==> config.mk <==
export PLATFORM = sky130hd
export DESIGN_NAME = product_bcd_conv
export DESIGN_NICKNAME = d
export VERILOG_FILES = /design/src/rtl/product_bcd_conv.sv
export SDC_FILE = /design/constraint.sdc
export NUM_CORES = 1
export LEC_CHECK = 0
export ABC_AREA = 1
export CORE_AREA = 4 4 76 78
export DETAILED_ROUTE_END_ITERATION = 8
export DIE_AREA = 0 0 80 82
export DONT_BUFFER_PORTS = 1
export GPL_TIMING_DRIVEN = 0
export PLACE_DENSITY = 0.81
export SLEW_MARGIN = 20
export SYNTH_ARGS = -nofsm -noshare
export SYNTH_HDL_FRONTEND = slang
export SYNTH_SLANG_ARGS = --single-unit
==> constraint.sdc <==
create_clock -name clk -period 3.3 [get_ports clk]
set_input_delay 0.66 -clock clk [delete_from_list [all_inputs] [get_ports clk]]
set_output_delay 0.66 -clock clk [all_outputs]
set_load 0.1 [all_outputs]
==> src/rtl/product_bcd_conv.sv <==
// rtl/product_bcd_conv.sv - sequential double-dabble binary to packed BCD converter
// One shift per clock; the result is held with bcd_valid until the next accepted start edge.
module product_bcd_conv #(
    parameter int BIN_W  = 16,
    parameter int DIGITS = 5
) (
    input  logic                  clk,
    input  logic                  aclr_n,
    input  logic                  start,
    input  logic [BIN_W-1:0]      bin_in,
    output logic                  busy,
    output logic                  bcd_valid,
    output logic [4*DIGITS-1:0]   bcd_out
);

    localparam int CNT_W = $clog2(BIN_W + 1);

    typedef enum logic [1:0] {
        S_IDLE  = 2'd0,
        S_SHIFT = 2'd1,
        S_DONE  = 2'd2
    } state_t;

    state_t                r_state;
    state_t                w_next;
    logic                  r_start_q;
    logic                  r_armed;
    logic [BIN_W-1:0]      r_bin;
    logic [4*DIGITS-1:0]   r_scratch;
    logic [4*DIGITS-1:0]   r_bcd;
    logic [4*DIGITS-1:0]   w_adj;
    logic [CNT_W-1:0]      r_cnt;
    logic                  r_busy;
    logic                  r_valid;
    logic                  w_accept;
    logic                  w_last;

    // r_armed masks the first cycle after reset so a start held high through release is not an edge.
    assign w_accept = start & ~r_start_q & r_armed &
                      ((r_state == S_IDLE) || (r_state == S_DONE));
    assign w_last   = (r_cnt == CNT_W'(BIN_W));

    always_comb begin
        w_adj = r_scratch;
        for (int d = 0; d < DIGITS; d++) begin
            if (r_scratch[4*d +: 4] >= 4'd5)
                w_adj[4*d +: 4] = r_scratch[4*d +: 4] + 4'd3;
        end
    end

    always_ff @(posedge clk or negedge aclr_n) begin
        if (!aclr_n)
            r_state <= S_IDLE;
        else
            r_state <= w_next;
    end

    always_comb begin
        w_next = r_state;
        case (r_state)
            S_IDLE,
            S_DONE:  if (w_accept) w_next = S_SHIFT;
            S_SHIFT: if (w_last)   w_next = S_DONE;
            default: w_next = S_IDLE;
        endcase
    end

    // The transfer cycle after the 16th shift keeps busy high through N+16 and spaces conversions 18 clocks apart.
    always_ff @(posedge clk or negedge aclr_n) begin
        if (!aclr_n) begin
            r_start_q <= 1'b0;
            r_armed   <= 1'b0;
            r_bin     <= '0;
            r_scratch <= '0;
            r_bcd     <= '0;
            r_cnt     <= '0;
            r_busy    <= 1'b0;
            r_valid   <= 1'b0;
        end else begin
            r_start_q <= start;
            r_armed   <= 1'b1;
            if (w_accept) begin
                r_bin     <= bin_in;
                r_scratch <= '0;
                r_cnt     <= '0;
                r_busy    <= 1'b1;
                r_valid   <= 1'b0;
            end else if (r_state == S_SHIFT) begin
                if (w_last) begin
                    r_bcd   <= r_scratch;
                    r_valid <= 1'b1;
                    r_busy  <= 1'b0;
                end else begin
                    r_scratch <= {w_adj[4*DIGITS-2:0], r_bin[BIN_W-1]};
                    r_bin     <= {r_bin[BIN_W-2:0], 1'b0};
                    r_cnt     <= r_cnt + CNT_W'(1);
                end
            end
        end
    end

    assign busy      = r_busy;
    assign bcd_valid = r_valid;
    assign bcd_out   = r_bcd;

endmodule

== Yosys cells after proc, flatten, opt, wreduce, memory -nomap -nowiden ==
Cells that the tools add are included.
Word-level totals
  flip-flop bits (word level): 67
  output and inout bits: 22
Operators by class
  bitwise gates (word level): 5
  add/sub/neg operators: 6
  order comparisons: 5
  multiplexer cells: 23
  reductions and logical operators: 9
  eq/ne operators: 6
Operators by type and width (number)
  $mux W20: 3
  $mux W16: 3
  $ge A4 B3 Y1 const B: 5
  $add A4 B2 Y4 const B: 4
  $mux W4: 4
  $mux W5: 3
  $mux W1: 6
  $ne A2 B2 Y1 const B: 3
  $reduce_and A2 Y1: 3
  $add A5 B1 Y5 const B: 1
  $eq A5 B5 Y1 const B: 1
  $mux W2: 2
  $pmux W2 S2: 1
  $reduce_bool A2 Y1: 2
  $add A3 B2 Y3 const B: 1
  $and A1 B1 Y1: 3
  $mux W3: 1
  $reduce_and A3 Y1: 1
  $eq A2 B1 Y1 const B: 1
  $eq A2 B2 Y1 const B: 1
  $logic_not A2 Y1: 1
  $not A1 Y1: 2
  $reduce_or A2 Y1: 1
  $logic_or A1 B1 Y1: 1

== Longest topological paths before layout ==
  depth after elaboration: 6
  mapped depth: 10
  mapped depth without buffers: 9

== Least setup slack after synthesis ==
Ideal clock, no wire load.
  kind: reg2out
  start: register r_bcd[0], in the netlist bcd_out[0]
  end: output port bcd_out[0]
  path slack: 1.742 ns
  required time: 2.640 ns
  cell stages (with the launch flop): 1
  arrival time: 0.898 ns
  cells stage by stage: dfrtp_1
RTL lines
  from (decl): line 30  | logic [4*DIGITS-1:0] r_bcd;
  from (signal assigned): line 90  | r_bcd <= r_scratch;
  to (decl): line 13  | output logic [4*DIGITS-1:0] bcd_out
No word-level cell between the ends.

== Worst setup path in the final report ==
  start: register r_bcd[19], in the netlist bcd_out[19]
  end: output port bcd_out[19]
No word-level cell between the ends.

==> impl_metrics.yaml <==
run_status:
  status: "finished clean"
hold_path:
  hp-class: "primary input to async pin"
synthesis:
  synth.avg_cell_area_sq_um: 8.21
  synth_cell_types: 24
  yosys.area.top_type_share_pct: 50.2
  async_flop_share_pct: 100
  syn_area_sq_mm: 0.00334
  syn_inst: 407
  ys_ff_latch: 67
  yosysWarnings: 0
  synth_edf_count: 0
  synthFlopType: "dfrtp_1"
  ys_seq_area_share_pct: 50.2
  synthTopCellsByCount: "nand2_1 (139), nand3_1 (73), dfrtp_1 (67), inv_1 (38), o21ai_0 (19)"
  yosysMostFrequentCell: "nand2_1"
  synth_area_leaders: "dfrtp_1 (50%), nand2_1 (16%), nand3_1 (11%)"
  yosysTopAreaCell: "dfrtp_1"
  syn_nets: 438
critical_path:
  reg2reg_to: "r_bin[1]"
  criticalPathCategory: "flop to output port"
  regToRegStartpoint: "r_cnt[0]"
  cp-end-kind: "output port"
  reg2reg_slack_ns: 1.68
  reg2reg_depth: 10
  required_ns: 2.64
  critPathArrivalTime_ns: 1.28
  cp-start-kind: "flop"
  critPathMaxFanout: 2
drt:
  antenna_left: 0
  avgViaCountPerCell: 5.55
  dr.max_layer_used: "met4"
  vias: 2740
  met2_length_mm: 3.28
  dr_wl_met3_um: 381
  wl_met1_mm: 3.18
  drc_errors: 0
  dr.pass1.iters: 5
  drt_iter0_markers: 143
  finalWirelength_mm: 6.98
  wire_per_inst_um: 14.1
sta:
  final.period_utilization_pct: 58.9
  setup-tns-final_ns: 0
  fmax_ghz: 0.515
  hold_viol: 0
  hold_ws_ns: 0.00700
  maxSlewHeadroom_pct: 39.7
  setup_viol: 0
  grt_setup_unrepaired: "no"
  tightest_slew_ns: 0.905
  period_minus_slack_ns: 1.94
  drv_slew: 0
  fin_worst_skew_ns: 0.00336
finish:
  diodes: 0
  fin_cells: 494
  drive_above_1_share_pct: 9.43
  nets: 451
  area_delta_synth_final_pct: 9.10
clock_network:
  clock-root-buffer: "clkbuf_8"
  cts.clk_slew.worst_paths_ns: 0.07
  cts.path.max_buffers: 2
  htree_levels: 3
  cts-buffers-inserted: 9
  clock_latency_ns: 0.34
  cts_tree: "built"
  clock-sinks: 67
floorplanning:
  core_area_sq_mm: 0.00507
  rows: 26
  die_x_um: 80
  die-area_sq_mm: 0.00656
  boundaryPins: 41
  initial_core_util_pct: 65.8
  die_h_um: 82
placement:
  gp_congestion: 0.840
  portBuffers: 0
  place_hpwl_mm: 4.61
  place_inst: 477
grt:
  grt_pass1_vias: 2614
  grt_usage_pct: 23.3
  grt_max_degree: 68
  antenna_found_initial: 0
  grt_overflow: 0
  grt_pass1_wl_mm: 11.8
run:
  drv_cap: 0
-- worst max path at each step --
stage,from,endpoint,slack (ns),cells past startpoint
finish,bcd_out[19],bcd_out[19],1.36,0
global route,bcd_out[0],bcd_out[0],1.33,0
CTS,bcd_out[0],bcd_out[0],1.35,0
detailed placement,start,r_scratch[6],1.65,7
global placement,start,r_cnt[2],1.66,7
floorplan,bcd_out[0],bcd_out[0],1.74,0
-- worst reg2reg max path, cell delays in order, from the launching register on --
cell and delay (ns):
dfrtp_1 0.41, inv_1 0.10, ha_1 0.17, nand2_1 0.05, inv_1 0.12, nand2_2 0.14, nand2_4 0.11, inv_2 0.07
buf_4 0.18, nand2_1 0.08, nand3_1 0.08
-- routing by layer --
| layer | GRT usage [%] | up-vias |
|---|---|---|
| met3 | 4.28 | 16 |
| met2 | 37.7 | 85 |
| met5 | 0 | - |
| met4 | 10.8 | 0 |
| met1 | 30.7 | 1300 |
| li1 | - | 1339 |
-- flip-flops by register name (all words and copies together), names as in the netlist --
| register | flops |
|---|---|
| bcd_out | 20 |
| bcd_valid | 1 |
| busy | 1 |
| r_armed | 1 |
| r_bin | 16 |
| r_cnt | 5 |
| r_scratch | 20 |
| r_start_q | 1 |
| r_state | 2 |
-- logic make-up after synthesis --
logic type / share of synthesized area, %
AOI/OAI and AO/OA: 5.02
xor gates and xnor gates: 0.262
adders and majority gates: 4.49
buffers and inverters: 8.46
DFF: 50.2
other: 0.112
and+or+nand+nor: 31.5
-- placed cells by master, fill, tap and decap left out, types with 2 or more instances in the layout --
cell,count
nand3_1,73
buf_6,2
dfrtp_1,67
nand2_4,2
nand2_1,139
nand4_1,9
a21oi_1,2
nor2_1,9
clkinv_2,2
buf_4,4
clkbuf_8,12
inv_1,38
o21ai_0,19
buf_2,9
ha_1,12
o21ai_1,11
inv_2,2
-- area by class of cell --
| class | instances | area [sq um] |
|---|---|---|
| Inverter | 40 | 150 |
| Multi-Input combinational cell | 283 | 1380 |
| Fill cell | 402 | 1430 |
| Timing Repair Buffer | 2 | 37.5 |
| Buffer | 17 | 133 |
| Sequential cell | 67 | 1680 |
| Clock buffer | 13 | 169 |
| Tap cell | 70 | 87.6 |
| Clock inverter | 2 | 10.0 |
-- stage by stage --
stage | worst slack, ns | util, % | instance area, sq um
2_1_floorplan | 1.74 | - | 3340
3_3_place_gp | 1.66 | 67.6 | 3430
3_5_place_dp | 1.65 | 67.6 | 3430
4_1_cts | 1.35 | 71.1 | 3610
5_1_grt | 1.33 | 71.8 | 3640
6_report | 1.36 | 71.8 | 3640
-- repair_timing --
action                                 4_1_cts  5_1_grt
setup buffers                                0        0
endpoints found under the hold margin        0       47
gates resized for setup                      0        0
hold buffers                                 0        2
Power is not shown: default switching activity piles up to over one toggle a cycle in this logic, so the estimate is an artifact.
